===== src/rtl/hyperbus_cfg_seq_if.sv =====
// Register-bus bundle between the config sequencer and the controller.
// master: sequencer (drives request); slave: controller (answers).
interface hyperbus_cfg_seq_if #(
  parameter int unsigned RegAw = 32,
  parameter int unsigned RegDw = 32
);
  logic [RegAw-1:0]   reg_addr;
  logic               reg_write;
  logic [RegDw-1:0]   reg_wdata;
  logic [RegDw/8-1:0] reg_wstrb;
  logic               reg_valid;
  logic [RegDw-1:0]   reg_rdata;
  logic               reg_error;
  logic               reg_ready;

  modport master (
    output reg_addr, reg_write, reg_wdata,
    output reg_wstrb, reg_valid,
    input  reg_rdata, reg_error, reg_ready
  );

  modport slave (
    input  reg_addr, reg_write, reg_wdata,
    input  reg_wstrb, reg_valid,
    output reg_rdata, reg_error, reg_ready
  );
endinterface


===== src/rtl/hyperbus_cfg_seq.sv =====
// Issues a fixed list of register writes (optional readback) after reset
// or start_i, then opens axi_gate_o. Ports: clk_i/rst_ni, start_i,
// reg_bus (master), busy_o/done_o/err_o/err_idx_o/axi_gate_o status.
module hyperbus_cfg_seq #(
  parameter int unsigned RegAw      = 32,
  parameter int unsigned RegDw      = 32,
  parameter int unsigned NumEntries = 8,
  parameter logic [NumEntries-1:0][RegAw-1:0] CfgAddr = '0,
  parameter logic [NumEntries-1:0][RegDw-1:0] CfgData = '0,
  parameter int unsigned Verify     = 0,
  parameter logic [RegDw-1:0] VerifyMask = '1,
  parameter int unsigned AutoStart  = 1,
  localparam int unsigned IdxW =
    (NumEntries > 1) ? $clog2(NumEntries) : 1
) (
  input  logic            clk_i,
  input  logic            rst_ni,
  input  logic            start_i,
  hyperbus_cfg_seq_if.master reg_bus,
  output logic            busy_o,
  output logic            done_o,
  output logic            err_o,
  output logic [IdxW-1:0] err_idx_o,
  output logic            axi_gate_o
);

  localparam logic [1:0] S_IDLE = 2'd0;
  localparam logic [1:0] S_WR   = 2'd1;
  localparam logic [1:0] S_RD   = 2'd2;
  localparam logic [1:0] S_DONE = 2'd3;

  localparam logic [IdxW-1:0] LastIdx =
    IdxW'(NumEntries - 1);

  logic [1:0]       state_q, state_d;
  logic [IdxW-1:0]  idx_q, idx_d;
  logic [IdxW-1:0]  eidx_q, eidx_d;
  logic             armed_q, armed_d;
  logic             kick_q, kick_d;
  logic             valid_q, valid_d;
  logic             write_q, write_d;
  logic [RegAw-1:0] addr_q, addr_d;
  logic [RegDw-1:0] wdata_q, wdata_d;
  logic             done_q, done_d;
  logic             err_q, err_d;
  logic             gate_q, gate_d;
  logic             hs, last, mism;

  function automatic logic [RegAw-1:0] cfg_addr(
    input logic [IdxW-1:0] i
  );
    cfg_addr = '0;
    for (int n = 0; n < int'(NumEntries); n++)
      if (i == IdxW'(n)) cfg_addr = CfgAddr[n];
  endfunction

  function automatic logic [RegDw-1:0] cfg_data(
    input logic [IdxW-1:0] i
  );
    cfg_data = '0;
    for (int n = 0; n < int'(NumEntries); n++)
      if (i == IdxW'(n)) cfg_data = CfgData[n];
  endfunction

  always_comb begin
    state_d = state_q;
    idx_d   = idx_q;
    eidx_d  = eidx_q;
    done_d  = done_q;
    err_d   = err_q;
    armed_d = 1'b0;
    // armed_q is high only in the first cycle after reset release;
    // kick_q turns that into a start sampled one edge later.
    kick_d  = armed_q & (AutoStart != 0);
    hs      = valid_q & reg_bus.reg_ready;
    last    = (idx_q == LastIdx);
    mism    = |((reg_bus.reg_rdata ^ cfg_data(idx_q))
                & VerifyMask);
    unique case (state_q)
      S_IDLE, S_DONE: begin
        if (start_i | kick_q) begin
          state_d = S_WR;
          idx_d   = '0;
          eidx_d  = '0;
          done_d  = 1'b0;
          err_d   = 1'b0;
        end
      end
      S_WR: begin
        if (hs) begin
          if (reg_bus.reg_error) begin
            state_d = S_DONE;
            done_d  = 1'b1;
            err_d   = 1'b1;
            eidx_d  = idx_q;
          end else if (Verify != 0) begin
            state_d = S_RD;
          end else if (last) begin
            state_d = S_DONE;
            done_d  = 1'b1;
          end else begin
            idx_d = idx_q + 1'b1;
          end
        end
      end
      default: begin
        if (hs) begin
          if (reg_bus.reg_error | mism) begin
            state_d = S_DONE;
            done_d  = 1'b1;
            err_d   = 1'b1;
            eidx_d  = idx_q;
          end else if (last) begin
            state_d = S_DONE;
            done_d  = 1'b1;
          end else begin
            state_d = S_WR;
            idx_d   = idx_q + 1'b1;
          end
        end
      end
    endcase
    // Request fields are registered from the next state so the
    // outputs never depend combinationally on reg_bus inputs.
    valid_d = (state_d == S_WR) || (state_d == S_RD);
    write_d = (state_d == S_WR);
    addr_d  = valid_d ? cfg_addr(idx_d) : addr_q;
    wdata_d = valid_d ? cfg_data(idx_d) : wdata_q;
    gate_d  = done_d & ~err_d;
  end

  always_ff @(posedge clk_i or negedge rst_ni) begin
    if (!rst_ni) begin
      state_q <= S_IDLE;
      idx_q   <= '0;
      eidx_q  <= '0;
      armed_q <= 1'b1;
      kick_q  <= 1'b0;
      valid_q <= 1'b0;
      write_q <= 1'b0;
      addr_q  <= '0;
      wdata_q <= '0;
      done_q  <= 1'b0;
      err_q   <= 1'b0;
      gate_q  <= 1'b0;
    end else begin
      state_q <= state_d;
      idx_q   <= idx_d;
      eidx_q  <= eidx_d;
      armed_q <= armed_d;
      kick_q  <= kick_d;
      valid_q <= valid_d;
      write_q <= write_d;
      addr_q  <= addr_d;
      wdata_q <= wdata_d;
      done_q  <= done_d;
      err_q   <= err_d;
      gate_q  <= gate_d;
    end
  end

  assign reg_bus.reg_addr  = addr_q;
  assign reg_bus.reg_write = write_q;
  assign reg_bus.reg_wdata = wdata_q;
  assign reg_bus.reg_wstrb = '1;
  assign reg_bus.reg_valid = valid_q;
  assign busy_o     = valid_q;
  assign done_o     = done_q;
  assign err_o      = err_q;
  assign err_idx_o  = eidx_q;
  assign axi_gate_o = gate_q;

endmodule


===== src/flat_wrapper.sv =====
// flat-port wrapper written by rule: the top's interface ports become plain ports
module hyperbus_cfg_seq_flat 
#(
  parameter int unsigned RegAw      = 32,
  parameter int unsigned RegDw      = 32,
  parameter int unsigned NumEntries = 8,
  parameter logic [NumEntries-1:0][RegAw-1:0] CfgAddr = '0,
  parameter logic [NumEntries-1:0][RegDw-1:0] CfgData = '0,
  parameter int unsigned Verify     = 0,
  parameter logic [RegDw-1:0] VerifyMask = '1,
  parameter int unsigned AutoStart  = 1,
  localparam int unsigned IdxW =
    (NumEntries > 1) ? $clog2(NumEntries) : 1
)
  (clk_i, rst_ni, start_i, busy_o, done_o, err_o, err_idx_o, axi_gate_o, reg_bus_reg_addr, reg_bus_reg_write, reg_bus_reg_wdata, reg_bus_reg_wstrb, reg_bus_reg_valid, reg_bus_reg_rdata, reg_bus_reg_error, reg_bus_reg_ready);
  hyperbus_cfg_seq_if #(.RegAw(RegAw), .RegDw(RegDw)) reg_bus_i ();
  input  logic clk_i;
  input  logic rst_ni;
  input  logic start_i;
  output logic busy_o;
  output logic done_o;
  output logic err_o;
  output logic [IdxW-1:0] err_idx_o;
  output logic axi_gate_o;
  output wire logic [$bits(reg_bus_i.reg_addr)-1:0] reg_bus_reg_addr;
  output wire logic [$bits(reg_bus_i.reg_write)-1:0] reg_bus_reg_write;
  output wire logic [$bits(reg_bus_i.reg_wdata)-1:0] reg_bus_reg_wdata;
  output wire logic [$bits(reg_bus_i.reg_wstrb)-1:0] reg_bus_reg_wstrb;
  output wire logic [$bits(reg_bus_i.reg_valid)-1:0] reg_bus_reg_valid;
  input wire logic [$bits(reg_bus_i.reg_rdata)-1:0] reg_bus_reg_rdata;
  input wire logic [$bits(reg_bus_i.reg_error)-1:0] reg_bus_reg_error;
  input wire logic [$bits(reg_bus_i.reg_ready)-1:0] reg_bus_reg_ready;
  assign reg_bus_reg_addr = reg_bus_i.reg_addr;
  assign reg_bus_reg_write = reg_bus_i.reg_write;
  assign reg_bus_reg_wdata = reg_bus_i.reg_wdata;
  assign reg_bus_reg_wstrb = reg_bus_i.reg_wstrb;
  assign reg_bus_reg_valid = reg_bus_i.reg_valid;
  assign reg_bus_i.reg_rdata = reg_bus_reg_rdata;
  assign reg_bus_i.reg_error = reg_bus_reg_error;
  assign reg_bus_i.reg_ready = reg_bus_reg_ready;
  hyperbus_cfg_seq #(.RegAw(RegAw), .RegDw(RegDw), .NumEntries(NumEntries), .CfgAddr(CfgAddr), .CfgData(CfgData), .Verify(Verify), .VerifyMask(VerifyMask), .AutoStart(AutoStart)) u_core (.clk_i(clk_i), .rst_ni(rst_ni), .start_i(start_i), .reg_bus(reg_bus_i), .busy_o(busy_o), .done_o(done_o), .err_o(err_o), .err_idx_o(err_idx_o), .axi_gate_o(axi_gate_o));
endmodule

===== config.mk =====
export PLATFORM = sky130hd
export DESIGN_NAME = hyperbus_cfg_seq_flat
export DESIGN_NICKNAME = d
export VERILOG_FILES = /design/src/rtl/hyperbus_cfg_seq_if.sv /design/src/rtl/hyperbus_cfg_seq.sv /design/src/flat_wrapper.sv
export SDC_FILE = /design/constraint.sdc
export NUM_CORES = 1
export LEC_CHECK = 0
export CAP_MARGIN = 10
export CORE_MARGIN = 2
export CORE_UTILIZATION = 32
export DETAILED_ROUTE_END_ITERATION = 8
export HOLD_SLACK_MARGIN = 0.12
export PLACE_DENSITY = 0.91
export SLEW_MARGIN = 20
export SYNTH_ARGS = -nofsm -noshare
export SYNTH_HDL_FRONTEND = slang
export SYNTH_SLANG_ARGS = --single-unit

===== constraint.sdc =====
create_clock -name clk_i -period 3.75 [get_ports clk_i]
set_input_delay 0.75 -clock clk_i [delete_from_list [all_inputs] [get_ports clk_i]]
set_output_delay 0.75 -clock clk_i [all_outputs]
set_load 0.01 [all_outputs]

==> results of run 1 <==
[cells in the final DEF, fill, tap and decap left out, drive strengths merged, types with 5 or more instances in the layout]
master | netlist | routed
dfrtp | 14 | 14
nor2b | 6 | 6
conb | 2 | 69
inv | 5 | 5
clkdlybuf4s50 | 0 | 45
o31ai | 5 | 5
nor2 | 6 | 6
o21ai | 5 | 5
mux2 | 6 | 6
nor4 | 9 | 9
ha | 6 | 6
[report_power, final]
part           internal (mW)  switching [mW]  leakage (nW)  total, mW
Clock                 0.0752          0.0516        0.0228      0.127
Sequential             0.224          0.0383         0.184      0.262
Combinational          0.214           0.215         0.580      0.429
Total                  0.513           0.305         0.788      0.818
[state kept, by name, indices dropped and copies added, names as in the netlist]
signal                    count
u_core.done_o                 1
u_core.err_idx_o              3
u_core.state_q                2
u_core.busy_o                 1
u_core.armed_q                1
u_core.axi_gate_o             1
u_core.kick_q                 1
u_core.reg_bus.reg_write      1
u_core.idx_q                  3
u_core.err_o                  1
[critical path, stage by stage]
cell	delay (ns)
clkdlybuf4s50_1	0.41
nor4_1	0.32
nand4_1	0.23
nor4_2	0.37
nand3b_2	0.22
mux2_1	0.33
[metal layers]
layer  wire length, um  GRT usage [%]  share of wire, %  vias to the layer above
li1                  -              -                 -                      460
met1               833           10.7                34                      446
met2              1330           19.4                55                       48
met3               214           3.90               8.8                        7
met4                48           5.39               2.0                        0
met5                 0              0                 0                        -
[area by class of cell]
class	count	area, um^2	share of cell area (%)
repair buffers	45	450	27.5
flip-flops and latches	15	377	23.0
well taps	50	62.6	3.82
clock buffers	4	45.0	2.75
inverters	5	18.8	1.15
multi-input cells	127	683	41.7
[how the worst max path moves through the flow]
stage / slack (ns) / to / depth (start not counted)
after floorplan: 1.63 / u_core.err_idx_o[0] / 5
after global placement: 1.10 / u_core.err_idx_o[0] / 6
after detailed placement: 1.01 / u_core.err_idx_o[0] / 6
after CTS: 1.26 / u_core.err_idx_o[0] / 6
after global routing: 1.11 / u_core.err_idx_o[2] / 6
final: 1.25 / u_core.err_idx_o[0] / 6
[kinds of logic after synthesis]
| kind of cell | count (synthesis) |
|---|---|
| flip-flops | 15 |
| adder cells (fa/ha/maj) | 6 |
| buffers and inverters | 75 |
| AND/OR/NAND/NOR | 29 |
| multiplexers | 6 |
| other | 2 |
| AO/OA/AOI/OAI | 17 |
[through the flow]
stage	hold slack, ns	area, um^2	util [%]
2_1_floorplan	0.379	1600	-
3_3_place_gp	0.380	1590	39.5
3_5_place_dp	0.382	1590	39.5
4_1_cts	0.390	1640	40.6
5_1_grt	0.399	1640	40.6
6_report	0.389	1640	40.6
==> run summary, run 1 <==
Routability-driven placement congestion ratio: 0.892
Largest net degree at the start of global routing: 16
Num ports: 114
WHS Endpoint: u_core.kick_q
Pleak: 0.788 nW
Worst EP arrival: 2.63 ns
Share of the synthesized area in the top cell type: 38.4%
Syn Inst Count: 150
Initial antenna violation count: 0
Crit path capture type: flop
Core ar.: 4030 um^2
CTS sink cnt: 15
Main combinational cell family by area after synthesis: buffers and inverters
Setup Viol. Count Final: 0
Worst slew margin: 57.5%
First-pass GRT wire length: 3.75 mm
Max Fclk: 400 MHz
H-Tree Depth: 1
DP Cell Count: 242
Post-synth EDFFs: 0
I/O Buffers: 45
Syn Std Cell Area: 1350 um^2
CTS tree: yes
Unique masters post-synth: 25
Multiplexer share of the synthesized area: 5.01%
Critical R2R Launch: u_core.state_q[0]
R2R setup slack: 1.80 ns
RSZ-0062 raised after global routing: no
Post-Synthesis Mean Instance Area: 8.99 um^2
Via Count: 961
Vias/cell: 3.91
FILL cells: 406
Fin crit share: 66.7%
Post-DP HPWL: 2.10 mm
Std-Cell Rows: 23
Clock-pin slew of the registers on the worst-case setup and hold paths: 0.06 ns
TNS Setup: 0 ns
DIE AREA: 4750 um^2
R2r endpoint: u_core.err_idx_o[0]
Synth warn: 0
Most common cell in the synthesized netlist: buf_4
Wire length per cell: 9.85 um
Status: complete, no violations
Layout cells sized above 1: 3.57%
WL final: 2.42 mm
Element type at the critical path start: input port
Post-CTS Hold Buffers: 0
Simple-gate portion of the synthesized area: 12.4%
Antenna Nets Post-Route: 0
Synth Area in Compound Gates: 8.44%
Clk Latency, worst-skew pair: 0.25 ns
Max-Cap Viols: 0
Top FF cell, synth: dfrtp_1
Total congestion overflow: 0
Max Slew Vio Count: 0
Period minus WS final: 2.50 ns
Pre-CTS setup slack: 1.01 ns
#FFs+latches synth: 15
Pwr/cell area: 500 nW/um^2
Global router's overall resource usage: 10.7%
Worst vdd ir: 272 uV
Ys async rst share: 100%
Area leader, netlist: buf_4
Initial Util: 33.5%
Critical path fanouts, max: 3
Cts bufs inserted: 3
Critical path class: input port to flop
Clock buffer depth: 2
Final Hold Violating Endpoints: 0
Worst Max-Slew Pin Slew: 0.635 ns
Root Driver: clkbuf_8
Post-CTS setup buffers: 0
Worst Path Required: 3.88 ns
CTS resizes: 0
Power Total: 818 uW
Path depth of the worst reg2reg path: 6
XOR/XNOR Fraction of Synth Area: 0%
HP Class: flop to flop
Syn-to-layout area delta: 21.3%
Hold-critical path depth: 0
Post-Synth Adder-Cell Area: 5.57%
DRT iter0 DRCs: 6
Hold path startpoint: u_core.armed_q
Finished Layout Cells: 246
DR pass1 iterations: 4
Setup ws final: 1.25 ns
Number of global-route vias before repair: 866
Area contributors post-synth: buf_4, dfrtp_1, ha_1, mux2_1, nor4_1
Chip height: 68.9 um
Post-synthesis sequential area ratio: 27.9%
Diode count: 0
Die X-Extent: 68.9 um
Nets: 240
Crit. Startpoint: reg_bus_reg_rdata[25]
Commonest cells post-synth: buf_4, dfrtp_1, nor4_1
Clock Skews: 0.00318 ns
Drt drc: 0
No activity file was read; power rests on OpenSTA's default activity.
==> inputs of run 2 (changes only) <==
Clock period 3.75 ns to 2.5 ns, I/O delays scaled along.
==> run summary, run 2 (synthesized netlist as in run 1, its figures left out) <==
Initial Util: 33.5% (unchanged)
Std-Cell Rows: 23 (unchanged)
DR pass1 iterations: 4 (unchanged)
DIE AREA: 4750 um^2 (unchanged)
Core ar.: 4030 um^2 (unchanged)
Most common cell after layout, fill and taps aside: conb_1
Combinational Power Share: 52.7% (+0.2 points)
M1 GR Usage: 10.9% (+0.16 points)
Status: complete, no violations
Worst EP arrival: 2.29 ns (-0.34 ns)
Layout cells sized above 1: 4.57% (+1.0 points)
RSZ-0062 raised after global routing: no
Num ports: 114 (unchanged)
Power share of the clock group: 15.5% (about the same)
FILL cells: 403 (-0.74%)
Max-Cap Viols: 0 (unchanged)
Root Driver: clkbuf_8
Antenna Nets Post-Route: 0 (unchanged)
CTS resizes: 0 (unchanged)
Fin util: 40.8% (+0.22 points)
Worst vdd ir: 611 uV (+130%)
Net Sw Frac: 38.0% (+0.71 points)
Drt drc: 0 (unchanged)
Final Hold Violating Endpoints: 0 (unchanged)
Syn-to-layout area delta: 22.0%
Critical path class: input port to flop
Met3 GRT Util: 3.41% (-0.49 points)
Pleak: 0.796 nW (+1.0%)
Met2 global-route usage: 20.2% (+0.84 points)
Global router's overall resource usage: 10.6% (-0.080 points)
DRT iter0 DRCs: 14 (+8)
Post-CTS setup buffers: 0 (unchanged)
Crit path capture type: flop
Worst Path Required: 2.63 ns (-1.25 ns)
CTS sink cnt: 15 (unchanged)
Post-CTS Hold Buffers: 0 (unchanged)
Period minus WS final: 2.16 ns
Max Slew Vio Count: 0 (unchanged)
Reg area: 377 um^2 (unchanged)
Max Fclk: 462 MHz
Post-DP HPWL: 2.09 mm (-0.42%)
Most frequent cells in the layout: conb_1, clkdlybuf4s50_1, dfrtp_1, nor4_1
WL final: 2.45 mm (+1.2%)
CTS tree: yes
Reg power frac: 31.8% (-0.2 points)
Clk Latency, worst-skew pair: 0.25 ns (about the same)
Critical R2R Launch: u_core.state_q[0]
Chip height: 68.9 um (unchanged)
TNS Setup: 0 ns (unchanged)
Vias/cell: 3.91 (+0.22%)
Hold path startpoint: u_core.armed_q
Cts bufs inserted: 3 (unchanged)
Clock buffer depth: 2 (unchanged)
Setup Viol. Count Final: 0 (unchanged)
Worst Max-Slew Pin Slew: 0.658 ns (+0.0231 ns)
I/O Buffers: 45 (unchanged)
Crit. Startpoint: reg_bus_reg_rdata[25]
Fin crit share: 86.5%
Worst slew margin: 56.0% (-1.5 points)
Largest net degree at the start of global routing: 16 (unchanged)
Die X-Extent: 68.9 um (unchanged)
HP Class: flop to flop
Diode count: 0 (unchanged)
Wire length per cell: 9.92 um (+0.75%)
Area of the multi-input gates: 683 um^2 (unchanged)
Number of global-route vias before repair: 841 (-2.9%)
Total congestion overflow: 0 (unchanged)
NetSw: 471 uW (+54%)
Critical path fanouts, max: 3 (unchanged)
Clock Skews: 0.00192 ns (-0.00126 ns)
Element type at the critical path start: input port
Most Used Layer, Global Route: met2
Clock-pin slew of the registers on the worst-case setup and hold paths: 0.06 ns (about the same)
Pwr/cell area: 753 nW/um^2 (+51%)
First-pass GRT wire length: 3.75 mm (unchanged)
Initial antenna violation count: 0 (unchanged)
Nets: 241 (+0.42%)
Power Internal: 768 uW (+50%)
Via Count: 967 (+0.62%)
Routability-driven placement congestion ratio: 0.874 (-2.1%)
H-Tree Depth: 1 (unchanged)
==> run 2: path summary, 6_finish.rpt <==
kind	end	slack [ns]	cells past startpoint
max in group asynchronous	u_core.state_q[1]	1.42	1
setup reg to reg	u_core.idx_q[0]	0.59	6
hold reg to reg	u_core.kick_q	0.39	0
min in group asynchronous	u_core.err_idx_o[2]	0.66	1
hold / removal	u_core.kick_q	0.39	0
setup / recovery	u_core.err_idx_o[1]	0.34	6
==> run 2: stage by stage <==
step           cell area (um^2)  hold slack, ns  std cells  setup slack [ns]  power (mW)
3_3_place_gp               1600           0.380        243            0.0313        1.02
5_1_grt                    1650           0.396        247             0.226        1.34
3_5_place_dp               1600           0.381        243            0.0941        1.04
2_1_floorplan              1600           0.204        217             0.631       0.872
6_report                   1650           0.390        247             0.338        1.24
4_1_cts                    1650           0.391        247             0.342        1.25
==> run 2: final cells by class <==
class,instances,area share (%)
Sequential cell,15,22.9
Inverter,5,1.14
Clock inverter,1,0.304
Clock buffer,3,2.51
Timing Repair Buffer,46,27.8
Multi-Input combinational cell,127,41.5
Tap cell,50,3.80
==> run 2: layer usage <==
layer  vias to the layer above  share of wire (%)
met5                         -                  0
met1                       453                 36
met3                         4                8.7
met4                         0               0.78
li1                        462                  -
met2                        48                 54
==> run 2: power groups by stage <==
stage	sequential (mW)	combinational, mW	clock (mW)
5_1_grt	0.407	0.729	0.208
3_5_place_dp	0.398	0.645	0
3_3_place_gp	0.397	0.626	0
2_1_floorplan	0.410	0.462	0
6_report	0.394	0.653	0.193
4_1_cts	0.395	0.653	0.198
==> run 2: worst max-delay path, stage by stage <==
cell	delay [ns]
clkdlybuf4s50_1	0.40
nor4_1	0.33
nand4_1	0.25
nor4_2	0.28
nand3b_2	0.20
mux2_1	0.33
